===== config.mk =====
export PLATFORM = sky130hd
export DESIGN_NAME = icache_refill
export DESIGN_NICKNAME = d
export VERILOG_FILES = /design/src/rtl/cpu_defs.sv /design/src/rtl/icache_refill.sv
export SDC_FILE = /design/constraint.sdc
export NUM_CORES = 1
export LEC_CHECK = 0
export CAP_MARGIN = 20
export CORE_ASPECT_RATIO = 2
export CORE_MARGIN = 10
export CORE_UTILIZATION = 49
export CTS_CLUSTER_SIZE = 20
export DETAILED_ROUTE_END_ITERATION = 10
export PLACE_DENSITY = 0.78
export SETUP_SLACK_MARGIN = 0.05
export SLEW_MARGIN = 5
export SYNTH_ARGS = -nofsm -noshare
export SYNTH_HDL_FRONTEND = slang
export SYNTH_SLANG_ARGS = --single-unit

===== constraint.sdc =====
create_clock -name clk -period 4.7 [get_ports clk]
set_input_delay 0.47 -clock clk [delete_from_list [all_inputs] [get_ports clk]]
set_output_delay 0.47 -clock clk [all_outputs]
set_load 0.01 [all_outputs]

===== src/rtl/cpu_defs.sv =====
// Shared CPU definitions for the fetch-side blocks.
// This package holds the address/instruction widths and the refill state encoding.
package cpu_defs;

    localparam int ADDR_W = 32;
    localparam int INST_W = 32;

    typedef logic [1:0] state_t;

    localparam state_t IDLE  = 2'd0;
    localparam state_t FETCH = 2'd1;
    localparam state_t DONE  = 2'd2;

endpackage


===== src/rtl/icache_refill.sv =====
// Instruction-cache miss refill: fetches a 32-bit instruction byte by byte,
// assembles it little-endian, then fills the cache and delivers it to fetch.
module icache_refill #(
    parameter int ADDR_W     = cpu_defs::ADDR_W,
    parameter int INST_BYTES = 4
) (
    input  logic              clk,
    input  logic              rst,
    input  logic              rdy,
    input  logic              miss_valid,
    input  logic [ADDR_W-1:0] miss_addr,
    input  logic              flush,
    output logic              mem_req,
    output logic [ADDR_W-1:0] mem_addr,
    input  logic              mem_ready,
    input  logic [7:0]        mem_data,
    output logic              fill_en,
    output logic [ADDR_W-1:0] fill_addr,
    output logic [31:0]       fill_inst,
    output logic              inst_valid,
    output logic [31:0]       inst_out,
    output logic [ADDR_W-1:0] inst_pc,
    output logic              busy
);
    import cpu_defs::*;

    localparam int CNT_W = $clog2(INST_BYTES);
    localparam logic [CNT_W-1:0] LAST = CNT_W'(INST_BYTES - 1);

    state_t              state, state_nx;
    logic [ADDR_W-1:0]   base, base_nx;
    logic [CNT_W-1:0]    cnt, cnt_nx;
    logic [INST_W-1:0]   asm_word, asm_nx;

    logic                mem_req_nx, fill_en_nx, inst_valid_nx;
    logic [ADDR_W-1:0]   mem_addr_nx, fill_addr_nx;
    logic [INST_W-1:0]   fill_inst_nx;

    logic accept;
    // The refill is always word-aligned, so the PC's byte offset is dropped.
    logic unused_lo;
    assign unused_lo = ^miss_addr[1:0];

    assign accept = (state == IDLE) && miss_valid && !flush;

    // State register
    always_ff @(posedge clk) begin
        if (rst)
            state <= IDLE;
        else if (rdy)
            state <= state_nx;
    end

    // Next-state logic; flush aborts from any busy state, beating a final ack
    always_comb begin
        state_nx = state;
        case (state)
            IDLE:    if (accept) state_nx = FETCH;
            FETCH: begin
                if (flush)
                    state_nx = IDLE;
                else if (mem_ready && cnt == LAST)
                    state_nx = DONE;
            end
            DONE:    state_nx = IDLE;
            default: state_nx = IDLE;
        endcase
    end

    // Datapath next values: base latch, byte counter, assembly register
    always_comb begin
        base_nx = base;
        cnt_nx  = cnt;
        asm_nx  = asm_word;
        case (state)
            IDLE: begin
                if (accept) begin
                    base_nx = {miss_addr[ADDR_W-1:2], 2'b00};
                    cnt_nx  = '0;
                    asm_nx  = '0;
                end
            end
            FETCH: begin
                if (mem_ready && !flush) begin
                    asm_nx[{cnt, 3'b000} +: 8] = mem_data;
                    cnt_nx = cnt + 1'b1;
                end
            end
            default: ;
        endcase
    end

    // Output logic: every output is registered off the next state
    always_comb begin
        mem_req_nx    = (state_nx == FETCH);
        mem_addr_nx   = mem_addr;
        fill_en_nx    = (state_nx == DONE);
        inst_valid_nx = (state_nx == DONE);
        fill_addr_nx  = fill_addr;
        fill_inst_nx  = fill_inst;
        if (state_nx == FETCH)
            mem_addr_nx = base_nx + ADDR_W'(cnt_nx);
        if (state_nx == DONE) begin
            fill_addr_nx = base;
            fill_inst_nx = asm_nx;
        end
    end

    always_ff @(posedge clk) begin
        if (rst) begin
            base       <= '0;
            cnt        <= '0;
            asm_word   <= '0;
            mem_req    <= 1'b0;
            mem_addr   <= '0;
            fill_en    <= 1'b0;
            inst_valid <= 1'b0;
            fill_addr  <= '0;
            fill_inst  <= '0;
        end else if (rdy) begin
            base       <= base_nx;
            cnt        <= cnt_nx;
            asm_word   <= asm_nx;
            mem_req    <= mem_req_nx;
            mem_addr   <= mem_addr_nx;
            fill_en    <= fill_en_nx;
            inst_valid <= inst_valid_nx;
            fill_addr  <= fill_addr_nx;
            fill_inst  <= fill_inst_nx;
        end
    end

    assign inst_out = fill_inst;
    assign inst_pc  = fill_addr;
    assign busy     = (state != IDLE);

endmodule

### Word level (Yosys, flattened, before mapping)

Index checks and enable logic that the tools add are counted.

* word-level logic and storage cells: 40
* RAM bits: 0
* memory bits (read-only): 0
* output and inout bits: 164
* memories: 0
* flip-flop bits (word level): 166
* latch bits: 0

* shift-type cells: 2
* add/sub/neg operators: 3
* bitwise operators: 0
* multipliers: 0
* div/mod/pow operators: 0
* magnitude comparators: 0
* reductions and logical operators: 9
* mux-type cells: 13
* equal/unequal tests: 4

Operators by type and width (count)
* $mux W32: 4
* $pmux W32 S2: 1
* $add A32 B2 Y32: 1
* $bwmux W32: 1
* $shift A8 B7 Y32 const A: 1
* $shiftx A8 B7 Y32: 1
* $mux W2: 5
* $pmux W2 S2: 2
* $neg A5 Y7: 1
* $eq A2 B1 Y1 const B: 2
* $eq A2 B2 Y1 const B: 2
* $logic_and A1 B1 Y1: 4
* $reduce_and A2 Y1: 2
* $add A2 B1 Y2 const B: 1
* $logic_not A2 Y1: 1
* $reduce_bool A2 Y1: 1
* $logic_not A1 Y1: 1

### Logic depth before layout (Yosys ltp)

Gate-level depths: netlist of the first run.

* depth in word-level cells: 7
* depth in mapped cells: 15
* depth with buffers taken out: 11

### Worst setup path before layout of the first run

No wires, ideal clock.

* path type: input port to flip-flop
* start point: input flush
* end point: register mem_addr[25]
* setup slack: 816 ps
* arrival time: 3767 ps
* cell stages on the path: 14
* library setup time: 117 ps
* buffers on the path: 4
* path through: nor4b_4 -> buf_6 -> buf_2 -> clkbuf_1 -> buf_2 -> nor2_1 -> nand2_1 -> o21ai_0 -> ha_1 -> a21o_1 -> nand4_1 -> and2_0 -> or4_1 -> a32o_1

* elaborated cells between the ends (all ways): 14
* those cells by class: add/sub (1); eq/ne (1); mux (8); reduce/logical (4)

RTL lines
* start: declaration: RTL line icache_refill.sv:12 `input logic flush,`
* $logic_not A1 Y1 *: RTL line icache_refill.sv:44, icache_refill.sv:84
* $logic_and A1 B1 Y1 (on tied branches): RTL line icache_refill.sv:84, icache_refill.sv:44
* $mux W2 (on tied branches): RTL line icache_refill.sv:84, icache_refill.sv:77
* $pmux W2 S2 *: RTL line icache_refill.sv:75 `case (state)`
* via cnt_nx[1]: RTL line icache_refill.sv:32 `logic [CNT_W-1:0] cnt, cnt_nx;`
* $add A32 B2 Y32 *: RTL line icache_refill.sv:102 `mem_addr_nx = base_nx + ADDR_W'(cnt_nx);`
* end signal: assignment: RTL line icache_refill.sv:125 `mem_addr <= mem_addr_nx;`
* end: declaration: RTL line icache_refill.sv:14 `output logic [ADDR_W-1:0] mem_addr,`

Mark *: on every way through the listed nets, which the timed path passes. The rest lies on a longest branch.
A chain may end at the register's enable or synchronous reset.

### Final worst setup path of the first run

* start point: input miss_valid
* end point: register mem_addr[24]

* elaborated cells between the ends (all ways): 11
* those cells by class: add/sub (1); eq/ne (1); mux (6); reduce/logical (3)

RTL lines
* start: declaration: RTL line icache_refill.sv:10 `input logic miss_valid,`
* $logic_and A1 B1 Y1 (2 in series): RTL line icache_refill.sv:44 `assign accept = (state == IDLE) && miss_valid && !flush;`
* $mux W32: RTL line icache_refill.sv:77 `if (accept) begin`
* $mux W32: RTL line icache_refill.sv:75
* via base_nx[0]: RTL line icache_refill.sv:31 `logic [ADDR_W-1:0] base, base_nx;`
* $add A32 B2 Y32: RTL line icache_refill.sv:102

The timed path passes the listed nets, and every way through them passes these cells.

==> results of run 1 <==
## final timing paths
| kind | cells after the start | start | slack [ns] | endpoint |
|---|---|---|---|---|
| worst max register to register | 10 | state[0] | 1.08 | mem_addr[12] |
| worst max-delay path | 10 | miss_valid | 1.05 | mem_addr[24] |
| worst min register to register | 2 | asm_word[31] | 0.45 | asm_word[31] |
| worst min-delay path | 2 | asm_word[31] | 0.45 | asm_word[31] |
## cell usage in the layout (no fill, tap or decap), types with 10 or more instances in the layout
cell / Yosys / final
or4_1: 10 / 10
o31ai_1: 10 / 10
nand4_1: 22 / 22
clkbuf_16: 0 / 17
mux2i_1: 27 / 27
dfxtp_1: 165 / 165
nor3_1: 41 / 41
clkdlybuf4s50_1: 0 / 206
and3_1: 13 / 12
a221oi_1: 27 / 27
nand3_1: 29 / 28
a21oi_1: 87 / 87
a22oi_1: 28 / 28
o21ai_0: 14 / 14
nand2_1: 171 / 171
nor2_1: 68 / 67
buf_4: 66 / 16
## kinds of logic after synthesis
family,count (synthesis),synth area share (%)
muxes,29,3.676
AOI/OAI and AO/OA,216,18.26
adders and majority gates,8,1.351
buffers and inverters,138,9.788
and+or+nand+nor,404,24.35
DFF,165,41.48
xor gates and xnor gates,10,1.100
## final cells by class
| cell class | count | area (sq um) |
|---|---|---|
| Antenna cell | 2 | 5.005 |
| Clock buffer | 19 | 452.9 |
| Clock inverter | 13 | 136.4 |
| Fill cell | 1386 | 5605 |
| Inverter | 7 | 26.28 |
| Multi-Input combinational cell | 667 | 3896 |
| Sequential cell | 165 | 3303 |
| Tap cell | 201 | 251.5 |
| Timing Repair Buffer | 222 | 2182 |
## report_power, final
group	switching, W	total [W]	internal (W)
Combinational	0.000144	0.000232	0.0000881
Sequential	0.0000187	0.00143	0.00141
Clock	0.000613	0.00139	0.000778
## state kept, by name, summed over array words and instances, names as in the netlist
register	cells
cnt	2
mem_req	1
base	32
fill_inst	32
inst_valid	1
fill_addr	32
state	2
asm_word	31
mem_addr	32
## worst max-delay path, stage by stage
cell and delay (ns):
clkdlybuf4s50_1 0.56, or4b_1 0.52, and2_1 0.19, ha_1 0.21, fa_1 0.53, inv_1 0.20
nor4_1 0.09, nor2_1 0.66, o21ai_0 0.24, a32o_1 0.29
## metrics by stage
| step | hold WS [ns] | utilization (%) | area, sq um |
|---|---|---|---|
| CTS | 0.4551 | 64.62 | 10250 |
| detailed placement | 0.4465 | 60.91 | 9659 |
| global route | 0.4769 | 64.65 | 10250 |
| finish | 0.4537 | 64.65 | 10250 |
| global placement | 0.4421 | 60.91 | 9659 |
| floorplan | 0.4355 | - | 7964 |
## metal layers
layer	vias to the layer above	GRT usage, %	share of wire (%)
met2	332	39.56	55
met3	62	5.011	7.4
met5	-	0	0
li1	3652	-	-
met1	3569	21.88	34
met4	0	9.825	3.6
==> summary.txt, run 1 <==
Logic synthesis
  – Synth warn: 0
  – Synthesized area: around 8000 sq um
  – Register bit total from synthesis: 165
  – Yosys top cell area share: 41.48%
  – Most frequently used flop master after synthesis: dfxtp_1
  – Async SR Flop Fraction: 0%
  – Yosys top cell by area: dfxtp_1
  – Post-synth cell types: 62
  – Syn nets: 1024
  – Mean Syn Cell Area: approximately 8.2 sq um
  – Seq/Total Area, Yosys: 41.48%
  – Synth top cells by count: nand2_1, dfxtp_1, a21oi_1, nor2_1, buf_4
  – Syn Inst Count: slightly below 1000
  – Most frequent cell after synthesis: nand2_1
  – Number of synthesized flops with an enable pin: 0
  – Largest cells by area after synthesis: dfxtp_1, nand2_1, buf_4

Route
  – Initial DRC Count: between 500 and 600
  – Vias: 7615
  – Final antenna-violating net count: 0
  – DRT Pass-1 Iters: 5
  – Post-Route WL: between 20 and 25 mm
  – DR WL/cell: between 15 and 20 um
  – Number of vias per cell: 5.876
  – DRC errors left: 0

Clocking
  – Root buf cell: clkbuf_16
  – Worst-Skew Late Latency: 0.43 ns
  – H-tree depth: 4
  – Clock Sinks: 165
  – PostCTS Resize Cnt: 0
  – Worst-path clk slew: 0.07 ns
  – TritonCTS clock tree: built
  – Clock buffer depth: 2
  – Post-CTS Setup Bufs: 0
  – Hold buffer count at CTS: 0
  – Clock buffer count from CTS: 17

Global routing
  – Initial antenna violation count: 2
  – Vias in the first global route: 7167
  – First-pass GRT wire length: 38.20 mm
  – Gr ovfl total: 0
  – Total track usage: between 20% and 30%
  – Largest net degree at the start of global routing: about 110

Timing
  – Fin crit share: 77.60%
  – Final setup skew: between 0.01 and 0.015 ns
  – Slew margin rel.: around 29%
  – Fmax: 274.2 MHz
  – Min Tclk post-route: 3.647 ns
  – Worst setup slack after layout: 1.053 ns
  – Setup-failing EPs final: 0
  – Setup TNS: 0 ns
  – Final hold violation count: 0
  – RSZ-0062 raised after global routing: no
  – Slew Limit Fails: 0
  – Worst Tran Pin Value: 1.060 ns

Pwr
  – Pleak: between 3 and 4 nW
  – Overall Power: 0.003055 W
  – Peak supply drop: 0.0003112 V
  – Pwr Density: 298.0 nW/um^2

Place
  – Post-Place Setup Slack: 0.6518 ns
  – Dpl hpwl: 17.91 mm
  – Final Wtd Congestion: 0.9007
  – PortBufs: 207
  – Inst Count DP: 1262

Layout
  – Non-filler cells, final: 1296
  – Ratio of cells with drive above 1 in the final layout: ~5.9%
  – Final nets: 1134
  – P&R area growth vs syn: 28.75%

Worst setup path
  – WP data arrival: 3.97 ns
  – CP Class: in -> reg
  – Max FO, Critical Path: 12
  – CP required: 5.02 ns
  – Critical path capture point type: flop
  – Critical path startpoint category: primary input

Floorplan
  – Ports: 210
  – Die X: 110.1 um
  – Core Region: about 16000 sq um
  – Initial core utilization: 50.22%
  – Die height: 200.3 um
  – Die area: around 22000 sq um
  – # rows: 65

Run status
  – Outcome: completed

Worst hold path
  – Min-Delay Path Class: reg -> reg

Job
  – Maximum Capacitance Violations: 0
Power figures use the tool's default switching activity.
==> inputs of run 2 (changes only) <==
- CORE_UTILIZATION: 49 -> 44
- PLACE_DENSITY: 0.78 -> 0.73
- clock period: 4.7 -> 3.35 ns (I/O delays scaled with it)
==> run 2 against run 1 <==
  * Count of clock-buffer cells in the layout increased by 1
  * First-iteration DRC count decreased by 20%
  * Clock skew about the same
  * Register-to-register slack got worse by 0.81 ns
  * Cell count increased by 2.5%
  * Global-route usage decreased by 1.4 points
  * Combinational power increased by 47%
  * Clock power increased by 38%
  * Critical endpoint is now mem_addr[26]
  * Largest cell class unchanged
==> summary.txt, run 2 (same netlist as run 1, synthesis figures left out) <==
Timing
  – Fmax: 324.8 MHz
  – Fin crit share: roughly nine tenths
  – Final hold violation count: 0
  – RSZ-0062 raised after global routing: no
  – Slew margin rel.: 52.07%
  – Slew Limit Fails: 0
  – Fin Hold WS: between 0.3 and 0.4 ns
  – Setup-failing EPs final: 0
  – Worst Tran Pin Value: 0.7142 ns
  – Final setup skew: approximately 0.012 ns
  – Setup TNS: 0 ns
  – Min Tclk post-route: 3.079 ns

Worst hold path
  – Cell depth of the worst hold path: 2
  – Min-Delay Path Class: in -> reg

Pwr
  – Overall Power: 0.004268 W
  – Pleak: 3.534 nW
  – Pwr Density: 408.1 nW/um^2
  – Peak supply drop: roughly 0.00033 V

Global routing
  – First-pass GRT wire length: 39.64 mm
  – Total track usage: between 20% and 30%
  – Gr ovfl total: 0
  – Vias in the first global route: about 7600
  – Largest net degree at the start of global routing: 63
  – Initial antenna violation count: 0

Route
  – Vias: approximately 7600
  – Post-Route WL: between 20 and 30 mm
  – DRT Pass-1 Iters: 7
  – Initial DRC Count: between 400 and 500
  – Number of vias per cell: 5.733
  – DRC errors left: 0
  – Final antenna-violating net count: 0
  – DR WL/cell: between 15 and 20 um

Worst setup path
  – CP max stage cell: or4_1
  – Critical path startpoint category: flop
  – Crit path cell chain: inv_1, ha_1, inv_1, o21ai_2, fa_2, inv_1, nor4_2, nor2_1, buf_4, or4_1, a32o_1
  – Max FO, Critical Path: 8
  – Worst path bufs/invs: 4
  – WP data arrival: 3.40 ns
  – Crit path max-delay family: simple AND/OR/NAND/NOR gates
  – R2R cell count: 11
  – Stages on the worst setup path: 11
  – R2R setup slack: 0.27 ns
  – Most used cell, CP: inv_1
  – Critical path capture point type: flop
  – Crit-path max cell delay: around 0.52 ns
  – CP required: roughly 3.7 ns
  – CP Class: reg -> reg

Clocking
  – H-tree depth: 4
  – Worst-Skew Late Latency: 0.43 ns
  – PostCTS Resize Cnt: 0
  – Worst-path clk slew: 0.07 ns
  – Clock buffer depth: 2
  – TritonCTS clock tree: built
  – Root buf cell: clkbuf_16
  – Hold buffer count at CTS: 0
  – Clock Sinks: 165
  – Clock buffer count from CTS: 17
  – Post-CTS Setup Bufs: 0

Floorplan
  – Die area: 24210 sq um
  – Die X: 115.1 um
  – Initial core utilization: 44.78%
  – Die height: 210.3 um
  – # rows: 69
  – Ports: 210
  – Core Region: 17780 sq um

Run status
  – Outcome: completed

Place
  – PortBufs: 207
  – Dpl hpwl: 18.82 mm
  – Inst Count DP: 1297
  – Final Wtd Congestion: 0.8974
  – Placed Instance Area: 9879 sq um

Layout
  – Commonest non-fill, non-tap cells in the layout: clkdlybuf4s50_1, nand2_1, dfxtp_1
  – Non-filler cells, final: 1329
  – P&R area growth vs syn: 31.31%
  – Ratio of cells with drive above 1 in the final layout: 8.423%
  – Most common cell after layout, fill and taps aside: clkdlybuf4s50_1
  – Inserted Diodes: 0
  – Design Area, Final: 10460 sq um
  – Final nets: 1157
  – Fillers: 1598

Job
  – Maximum Capacitance Violations: 0
-- run 2: changes by cell type in the layout (fill, tap and decap cells not counted), sizes merged --
cell,change
clkbuf,+1
inv,-5
diode,-2
buf,+23
clkinvlp,+2
clkinv,+2
-- run 2: final cells by class --
class | instances | area, sq um | share of cell area [%]
clock buffer | 20 | 456.7 | 4.367
tap | 213 | 266.5 | 2.548
sequential | 165 | 3304 | 31.60
timing repair buffer | 245 | 2367 | 22.64
inverter | 7 | 26.28 | 0.2513
clock inverter | 12 | 120.1 | 1.149
multi-input combinational | 667 | 3916 | 37.45
-- run 2: power breakdown --
| group | internal, W | switching (W) | leakage, nW |
|---|---|---|---|
| clock network | 0.00108 | 0.000844 | 0.278 |
| registers | 0.00198 | 0.0000242 | 1.33 |
| logic | 0.000133 | 0.000207 | 1.92 |
| total | 0.00319 | 0.00108 | 3.53 |
-- run 2: path summary, 6_finish.rpt --
| path | from | to |
|---|---|---|
| min | rst | mem_addr[2] |
| max | cnt[0] | mem_addr[26] |
| max reg2reg | cnt[0] | mem_addr[26] |
| min reg2reg | mem_addr[2] | mem_addr[2] |
-- run 2: worst register-to-register path: stages (launching register included) --
cell     delay, ns
dfxtp_2       0.40
inv_1         0.14
ha_1          0.37
inv_1         0.10
o21ai_2       0.22
fa_2          0.25
inv_1         0.08
nor4_2        0.31
nor2_1        0.16
buf_4         0.19
or4_1         0.52
a32o_1        0.25
-- run 2: routing by layer --
layer	up-vias	wire length (um)	GRT usage, %
met2	240	13800	37.71
met1	3632	9091	20.25
met4	0	1033	10.08
met5	-	0	0
li1	3691	-	-
met3	56	1264	3.754
-- run 2: stage by stage --
step | util, % | setup slack (ns)
finish | 58.80 | 0.2711
global route | 58.80 | 0.1129
CTS | 58.79 | 0.1883
global placement | 55.55 | 0.01146
detailed placement | 55.55 | -0.04607
floorplan | - | 0.04971
==> inputs of run 3 (changes only) <==
- CELL_PAD_IN_SITES_DETAIL_PLACEMENT: unset -> 0
- CELL_PAD_IN_SITES_GLOBAL_PLACEMENT: unset -> 1
- CORE_UTILIZATION: 44 -> 32
- SKIP_CTS_REPAIR_TIMING: unset -> 1
==> run 3 against run 2 <==
  * Critical path type unchanged
  * Setup slack gained 0.0038 ns
  * Sequential cell count is the same
  * Maximum frequency grew 0.12%
  * Sequential power is essentially flat
  * Via count shrank 1.5%
  * Total power shrank 2.1%
  * Utilization shrank 16 points
  * Worst hold slack gained 0.10 ns
  * Cell area grew 1.1%
  * Die area grew 32%
  * Clock power shrank 5%
  * Cell count grew 8.7%
==> summary.txt, run 3 (same netlist as run 1, synthesis figures left out) <==
Run status
  – Outcome: completed

Worst setup path
  – Max FO, Critical Path: 10
  – Critical path startpoint category: flop
  – CP required: approximately 3.7 ns
  – Critical path capture point type: flop
  – CP Class: reg -> reg
  – WP data arrival: about 3.4 ns

Layout
  – Most common cell after layout, fill and taps aside: clkdlybuf4s50_1
  – Ratio of cells with drive above 1 in the final layout: 7.727%
  – Design Area, Final: 10580 sq um
  – Commonest non-fill, non-tap cells in the layout: clkdlybuf4s50_1, nand2_1, dfxtp_1
  – Final nets: 1157
  – Inserted Diodes: 0
  – Final Core Density: a little over two fifths
  – P&R area growth vs syn: 32.79%
  – Fillers: 2548

Floorplan
  – Ports: 210
  – # rows: 81
  – Core Region: 24530 sq um
  – Die height: 243.1 um
  – Initial core utilization: 32.47%
  – Die area: 31980 sq um
  – Die X: between 100 and 150 um

Job
  – Maximum Capacitance Violations: 0

Clocking
  – Clock buffer count from CTS: 17
  – Worst-path clk slew: 0.06 ns
  – Root buf cell: clkbuf_16
  – TritonCTS clock tree: built
  – Worst-Skew Late Latency: around 0.44 ns
  – H-tree depth: 4
  – Clock Sinks: about 170
  – Clock buffer depth: 2

Global routing
  – First-pass GRT wire length: 43.11 mm
  – Gr ovfl total: 0
  – Largest net degree at the start of global routing: 71
  – Total track usage: 17.02%
  – Vias in the first global route: between 7000 and 8000
  – Initial antenna violation count: 0

Timing
  – Setup-failing EPs final: 0
  – Slew Limit Fails: 0
  – Slew margin rel.: 42.71%
  – Final setup skew: 0.01064 ns
  – Fmax: 325.2 MHz
  – Worst Tran Pin Value: 0.8562 ns
  – RSZ-0062 raised after global routing: no
  – Final hold violation count: 0
  – Fin crit share: 91.79%
  – Min Tclk post-route: 3.075 ns

Route
  – DR WL/cell: 19.17 um
  – Post-Route WL: between 20 and 30 mm
  – DRT Pass-1 Iters: 5
  – Vias: 7506
  – Initial DRC Count: 477
  – Final antenna-violating net count: 0
  – Number of vias per cell: 5.194
  – DRC errors left: 0

Place
  – Final Wtd Congestion: 0.8767
  – Dpl hpwl: ~21 mm
  – PortBufs: 207
  – Placed Instance Area: 10040 sq um

Pwr
  – Peak supply drop: ~0.00028 V
  – Pleak: 3.526 nW
  – Pwr Density: slightly below 400 nW/um^2

Worst hold path
  – Min-Delay Path Class: reg -> reg
[run 3: cell types whose count changed in the layout (fill, tap and decap cells not counted), sizes merged]
cell / delta
clkinv: -2
clkbuf: +5
inv: -4
clkinvlp: -2
[run 3: metal layers]
| metal | vias to the layer above | wire [um] | global-route usage, % |
|---|---|---|---|
| li1 | 3691 | - | - |
| met1 | 3559 | 9874 | 16.08 |
| met2 | 208 | 15410 | 32.54 |
| met3 | 48 | 1330 | 4.261 |
| met4 | 0 | 1090 | 9.139 |
| met5 | - | 0 | 0 |
[run 3: final timing paths]
kind | end | slack, ns | cells past startpoint | startpoint
setup / recovery | mem_addr[12] | 0.27 | 11 | cnt[0]
hold / removal | mem_addr[10] | 0.45 | 2 | mem_addr[10]
setup reg to reg | mem_addr[12] | 0.27 | 11 | cnt[0]
hold reg to reg | mem_addr[10] | 0.45 | 2 | mem_addr[10]
[run 3: report_power, final]
group	switching, W	internal (W)	total (W)
Combinational	0.000214	0.000132	0.000346
Clock	0.000756	0.00107	0.00182
Sequential	0.0000255	0.00198	0.00201
[run 3: cell type report]
cell class / count / area (sq um) / share of cell area (%)
Clock inverter: 4 / 48.80 / 0.4614
Sequential cell: 165 / 3303 / 31.24
Multi-Input combinational cell: 667 / 3916 / 37.03
Tap cell: 332 / 415.4 / 3.928
Timing Repair Buffer: 245 / 2380 / 22.50
Inverter: 7 / 26.28 / 0.2485
Clock buffer: 25 / 485.5 / 4.591
[run 3: critical path: stages (launching register included)]
cell,delay [ns]
dfxtp_1,0.45
inv_1,0.18
ha_1,0.37
inv_1,0.10
o21ai_2,0.21
fa_2,0.24
inv_1,0.08
nor4_2,0.30
nor2_1,0.13
buf_12,0.16
or4_1,0.52
a32o_1,0.25
[run 3: stage by stage]
step	hold slack [ns]	std cells	setup slack, ns	total power, W	setup TNS (ns)
after CTS	0.4372	1445	0.2646	0.004237	0
after detailed placement	0.4473	1416	-0.09630	0.002398	-0.3377
after global routing	0.4712	1445	0.05570	0.004349	0
final	0.4545	1445	0.2749	0.004179	0
after global placement	0.4422	1416	-0.01932	0.002395	-0.05080
after floorplan	0.4355	970	0.04971	0.002229	0
